**config.mk**
```make
export PLATFORM = sky130hd
export DESIGN_NAME = fft_peak_detector
export DESIGN_NICKNAME = d
export VERILOG_FILES = /design/src/rtl/fft_peak_pkg.sv /design/src/rtl/fft_peak_max_tree.sv /design/src/rtl/fft_peak_detector.sv
export SDC_FILE = /design/constraint.sdc
export NUM_CORES = 2
export LEC_CHECK = 0
export CAP_MARGIN = 20
export CORE_AREA = 3 3 496 498
export CTS_CLUSTER_SIZE = 25
export DETAILED_ROUTE_END_ITERATION = 10
export DIE_AREA = 0 0 499 501
export PLACE_DENSITY_LB_ADDON = 0.2
export SLEW_MARGIN = 10
export SYNTH_ARGS = -nofsm -noshare
export SYNTH_HDL_FRONTEND = slang
export SYNTH_SLANG_ARGS = --single-unit
export TNS_END_PERCENT = 10
```
**constraint.sdc**
```tcl
create_clock -name clk -period 19.2 [get_ports clk]
set_input_delay 2.88 -clock clk [delete_from_list [all_inputs] [get_ports clk]]
set_output_delay 2.88 -clock clk [all_outputs]
set_load 0.01 [all_outputs]
```
**src/rtl/fft_peak_pkg.sv**
```systemverilog
// Shared definitions for the FFT spectral-peak detector: default sizing,
// the (power, idx) candidate type and the magnitude helpers.
package fft_peak_pkg;

  localparam int DW_DEF      = 16;
  localparam int NBINS_DEF   = 16;
  localparam int LANES_DEF   = 4;
  localparam int NFRAMES_DEF = 64;

  localparam int IDXW  = $clog2(NBINS_DEF);
  localparam int PW    = 2*DW_DEF + 1;
  localparam int BEATS = NBINS_DEF / LANES_DEF;

  typedef struct packed {
    logic [PW-1:0]   power;
    logic [IDXW-1:0] idx;
  } cand_t;

  // Exact magnitude: the most-negative value maps to its positive twin.
  function automatic logic [31:0] abs_mag(input logic signed [31:0] x);
    return x[31] ? 32'(-x) : 32'(x);
  endfunction

  function automatic logic [64:0] mag_sq(input logic [31:0] re, input logic [31:0] im);
    logic [64:0] a;
    logic [64:0] b;
    a = {33'd0, re};
    b = {33'd0, im};
    return a*a + b*b;
  endfunction

endpackage

```
**src/rtl/fft_peak_max_tree.sv**
```systemverilog
// Combinational LANES-input argmax; balanced heap-ordered tree, left
// (lower-lane) operand wins ties.
module fft_peak_max_tree #(
  parameter int LANES = 4,
  parameter int PW    = 33,
  parameter int LW    = (LANES > 1) ? $clog2(LANES) : 1
) (
  input  logic [LANES*PW-1:0] powers,
  output logic [PW-1:0]       max_power,
  output logic [LW-1:0]       max_lane
);

  logic [PW-1:0] np [1:2*LANES-1];
  logic [LW-1:0] ni [1:2*LANES-1];

  for (genvar i = 0; i < LANES; i++) begin : g_leaf
    assign np[LANES+i] = powers[PW*i +: PW];
    assign ni[LANES+i] = LW'(i);
  end

  for (genvar n = 1; n < LANES; n++) begin : g_node
    assign np[n] = (np[2*n] >= np[2*n+1]) ? np[2*n] : np[2*n+1];
    assign ni[n] = (np[2*n] >= np[2*n+1]) ? ni[2*n] : ni[2*n+1];
  end

  assign max_power = np[1];
  assign max_lane  = ni[1];

endmodule

```
**src/rtl/fft_peak_detector.sv**
```systemverilog
// Streaming |X|^2 peak detector: S1 power, S2 beat argmax, S3 frame
// accumulator, then registered result. Optional threshold: FFT_PEAK_THRESH_EN.
module fft_peak_detector
  import fft_peak_pkg::*;
#(
  parameter int DW      = DW_DEF,
  parameter int NBINS   = NBINS_DEF,
  parameter int LANES   = LANES_DEF,
  parameter int NFRAMES = NFRAMES_DEF
) (
  input  logic                     clk,
  input  logic                     rst,
  input  logic                     clr,
  input  logic                     in_valid,
  input  logic [LANES*2*DW-1:0]    in_data,
  output logic                     out_valid,
  output logic [$clog2(NBINS)-1:0] out_idx,
  output logic [2*DW:0]            out_power,
  output logic [15:0]              frame_cnt,
  output logic                     done
`ifdef FFT_PEAK_THRESH_EN
  ,
  input  logic [2*DW:0]            thresh,
  output logic                     out_nopeak
`endif
);

  localparam int IW  = $clog2(NBINS);
  localparam int P_W = 2*DW + 1;
  localparam int NB  = NBINS / LANES;
  localparam int BW  = (NB > 1) ? $clog2(NB) : 1;
  localparam int LW  = (LANES > 1) ? $clog2(LANES) : 1;

  logic [BW-1:0]        bcnt;
  logic [LANES*P_W-1:0] pow_d;

  logic                 s1_v, s1_first, s1_last;
  logic [BW-1:0]        s1_beat;
  logic [LANES*P_W-1:0] s1_pow;

  logic [P_W-1:0]       tree_pow;
  logic [LW-1:0]        tree_lane;

  logic                 s2_v, s2_first, s2_last;
  logic [P_W-1:0]       s2_pow;
  logic [IW-1:0]        s2_idx;

  logic                 s3_v;
  logic [P_W-1:0]       acc_pow;
  logic [IW-1:0]        acc_idx;

  always_comb begin
    pow_d = '0;
    for (int unsigned i = 0; i < LANES; i++) begin
      pow_d[P_W*i +: P_W] = P_W'(mag_sq(
        abs_mag(32'(signed'(in_data[2*DW*i+DW +: DW]))),
        abs_mag(32'(signed'(in_data[2*DW*i +: DW])))));
    end
  end

  fft_peak_max_tree #(.LANES(LANES), .PW(P_W), .LW(LW)) u_tree (
    .powers    (s1_pow),
    .max_power (tree_pow),
    .max_lane  (tree_lane)
  );

  always_ff @(posedge clk) begin
    if (rst) begin
      bcnt      <= '0;
      s1_v      <= 1'b0;
      s1_first  <= 1'b0;
      s1_last   <= 1'b0;
      s1_beat   <= '0;
      s1_pow    <= '0;
      s2_v      <= 1'b0;
      s2_first  <= 1'b0;
      s2_last   <= 1'b0;
      s2_pow    <= '0;
      s2_idx    <= '0;
      s3_v      <= 1'b0;
      acc_pow   <= '0;
      acc_idx   <= '0;
      out_valid <= 1'b0;
      out_idx   <= '0;
      out_power <= '0;
      frame_cnt <= '0;
      done      <= 1'b0;
`ifdef FFT_PEAK_THRESH_EN
      out_nopeak <= 1'b0;
`endif
    end else begin
      if (clr)
        bcnt <= '0;
      else if (in_valid)
        bcnt <= (bcnt == BW'(NB-1)) ? '0 : bcnt + 1'b1;

      s1_v     <= in_valid && !clr;
      s1_first <= (bcnt == '0);
      s1_last  <= (bcnt == BW'(NB-1));
      s1_beat  <= bcnt;
      s1_pow   <= pow_d;

      s2_v     <= s1_v && !clr;
      s2_first <= s1_first;
      s2_last  <= s1_last;
      s2_pow   <= tree_pow;
      s2_idx   <= IW'(int'(s1_beat) * LANES + int'(tree_lane));

      // s3_v flags that acc now holds a complete frame, last beat included.
      s3_v <= s2_v && s2_last && !clr;
      if (s2_v && (s2_first || s2_pow > acc_pow)) begin
        acc_pow <= s2_pow;
        acc_idx <= s2_idx;
      end

      out_valid <= s3_v && !clr;
      if (s3_v && !clr) begin
        out_power <= acc_pow;
`ifdef FFT_PEAK_THRESH_EN
        out_nopeak <= (acc_pow < thresh);
        out_idx    <= (acc_pow < thresh) ? '0 : acc_idx;
`else
        out_idx    <= acc_idx;
`endif
        frame_cnt <= frame_cnt + 16'd1;
        if (frame_cnt == 16'(NFRAMES-1))
          done <= 1'b1;
      end
    end
  end

endmodule

```
==> summary.md <==
| Metric | Value |
|---|---|
| Crit-path max FO | `10` |
| Post-cts resize count | `0` |
| Routed vias | `77.8k` |
| Post-synth EDFFs | `0` |
| Post-CTS Repair Setup Buffers | `0` |
| # rows | `181` |
| Top-count cell post-synth | `inv_1` |
| Clk Tree Root Cell | `clkbuf_16` |
| Clock sink total | `272` |
| Max frequency | `72.0 MHz` |
| FF+latch area | `0.00545 sq mm` |
| Layout fillers | `22.2k` |
| Mapped Cells | `11.9k` |
| Overflow after GRT | `0` |
| CTS clk-pin slew, worst paths | `60 ps` |
| Crit end category | `flip-flop` |
| PortBufs | `186` |
| Ys async rst share | `0%` |
| Synth unique cells | `95` |
| Commonest cells in the netlist | `3997 x inv_1, 3381 x fa_1, 1154 x ha_1, 738 x nor2_1, 512 x nand2_1` |
| Worst-Skew Late Latency | `590 ps` |
| Initial Util | `49.7%` |
| Post-synthesis register bit count | `272` |
| Required @ worst endpoint | `19650 ps` |
| Top post-synthesis cells by area | `fa_1 56%, inv_1 12%, ha_1 12%` |
| GRT Overall Usage | `22.6%` |
| Tmin final | `13880 ps` |
| Seq/Total Area, Yosys | `4.52%` |
| # IOs | `187` |
| Share of Yosys cell area claimed by the top area cell type | `56.1%` |
| Rel. slew slack | `23.3%` |
| Yosys top cell by area | `fa_1` |
| Via density | `4.52` |
| CTS Buf Count | `38` |
| First-pass GRT wire length | `447000 um` |
| RSZ-0062 raised after global routing | `false` |
| Post-DR wirelength/cell | `15.1 um` |
| Syn Std Cell Area | `0.121 sq mm` |
| Status | `finished clean` |
| Die Y | `501 um` |
| Share of cells above drive strength 1 | `2.16%` |
| Setup TNS Final | `0 ps` |
| RePlAce Congestion | `0.941` |
| Syn Area/Cell | `10.1 sq um` |
| Worst Path Arrival | `14330 ps` |
| DIE AREA | `0.250 sq mm` |
| Core area | `0.243 sq mm` |
| Clock skew | `17.6 ps` |
| Post-Route WL | `261000 um` |
| Die Wd | `499 um` |
| Vias in the first global route | `87.0k` |
| Synth warnings | `0` |
| Ys flop type | `dfxtp_1` |
| Post-cts hold buffer count | `0` |
| Multi-input gate area | `0.107 sq mm` |
| Hold Vio Cnt, Final | `0` |
| Synth-to-Final Area Change | `12.0%` |
| Slew @ Worst Pin | `1140 ps` |
| Final setup vio count | `0` |
| CP Launch Type | `primary input` |
| Tightest Hold Check Type | `reg2reg` |
| Router iterations before antenna repair | `7` |
| Layout Nets | `18.7k` |
| Most frequent CP cell | `fa_1` |
| Antenna Violating Nets Remaining | `0` |
| Clk buf depth | `3` |
| # DRC | `0` |
| Largest net degree at the start of global routing | `71` |
| DPL Wire Length | `241000 um` |
| TritonCTS clock tree | `done` |
| Max-cap violations | `0` |
| Crit share post-route | `72.3%` |
| Drt initial violations | `3496` |
| CP max stage cell | `xor2_1` |
| CP Class | `in2reg` |
| Pins Over Slew Limit | `0` |
| Initial antenna violation count | `14` |
| CTS H-tree lvls | `2` |
| Worst path max stage delay | `880 ps` |
## flip-flops by register name, summed over array words and instances, names as in the netlist, 2 cells and up
register	count
frame_cnt	16
s1_beat	2
s1_pow	132
s2_idx	4
out_power	33
s2_pow	33
bcnt	2
out_idx	4
acc_idx	4
acc_pow	33
## worst max-delay path: cells and delay by family
kind | cells | cell delay, ps
adders and majority gates | 12 | 5530
buffers and inverters | 10 | 2250
xor gates and xnor gates | 1 | 880
AOI/OAI and AO/OA | 7 | 1730
and+or+nand+nor | 6 | 1030
## path summary, 6_finish.rpt
path	startpoint	endpoint	slack, ps	depth (start not counted)
max	in_data[112]	s1_pow[129]	5320	36
min	s1_beat[1]	s2_idx[3]	430	1
max reg2reg	s1_pow[99]	s2_pow[6]	12910	18
min reg2reg	s1_beat[1]	s2_idx[3]	430	1
## stage by stage
step	hold slack [ps]	std cells	setup slack [ps]	utilization, %	cell area [sq um]
2_1_floorplan	406	13800	7100	-	128000
4_1_cts	438	17200	5470	55.7	135000
5_1_grt	456	17200	4720	55.7	135000
3_5_place_dp	425	17100	4860	55.1	134000
3_3_place_gp	413	17100	4980	55.1	134000
6_report	431	17200	5320	55.7	135000
## kinds of logic (layout without fill, tap and decap cells)
kind of cell,after synthesis,after routing,synth area share (%)
fa+ha+maj,4535,4535,68.1
buf+inv,4196,4372,13.1
simple gates,1638,1638,5.96
compound gates,670,670,3.75
xor+xnor,477,477,3.54
flops,272,272,4.52
mux,120,120,1.04
other cells,2,1934,0.00623
## placed cells by master, fill, tap and decap left out, drive strengths merged, types with 8 or more instances in the layout
master	Yosys	final
or3	21	21
a211oi	15	15
o211ai	14	14
nor3	31	31
o21bai	15	15
and4	10	10
nor3b	9	9
ha	1154	1154
conb	2	1929
nor2	739	739
nor2b	42	42
or4	20	20
nand2b	60	60
a21o	144	144
clkdlybuf4s50	0	185
clkinv	15	19
fa	3381	3381
nand2	516	516
o2bb2ai	33	33
a31oi	15	15
a21oi	198	198
buf	32	86
clkbuf	132	51
and2	13	13
a21boi	8	8
and3	30	30
mux2	40	40
o21ai	92	92
xnor2	298	298
inv	4017	4022
mux2i	80	80
o21a	25	25
o31ai	38	38
xor2	179	179
nand4	42	42
or2	45	45
dfxtp	272	272
o41ai	11	11
nand3	38	38
## area by class of cell
class | instances | share of cell area, %
Clock inverter | 18 | 0.188
Sequential cell | 272 | 4.03
Antenna cell | 5 | 0.00926
Inverter | 4032 | 11.2
Clock buffer | 50 | 0.782
Tap cell | 3202 | 2.97
Timing Repair Buffer | 272 | 1.86
Multi-Input combinational cell | 9369 | 79.0
## layer usage
layer,vias up,track usage (%),share of wire (%)
li1,36400,-,-
met1,39800,30.4,42
met2,1309,40.0,51
met3,232,2.39,4.5
met4,6,4.25,2.4
met5,-,0,0.016
Power is left out: the tool's default activity adds up to more than one toggle a clock period on the data nets, which glitch-free logic cannot reach.
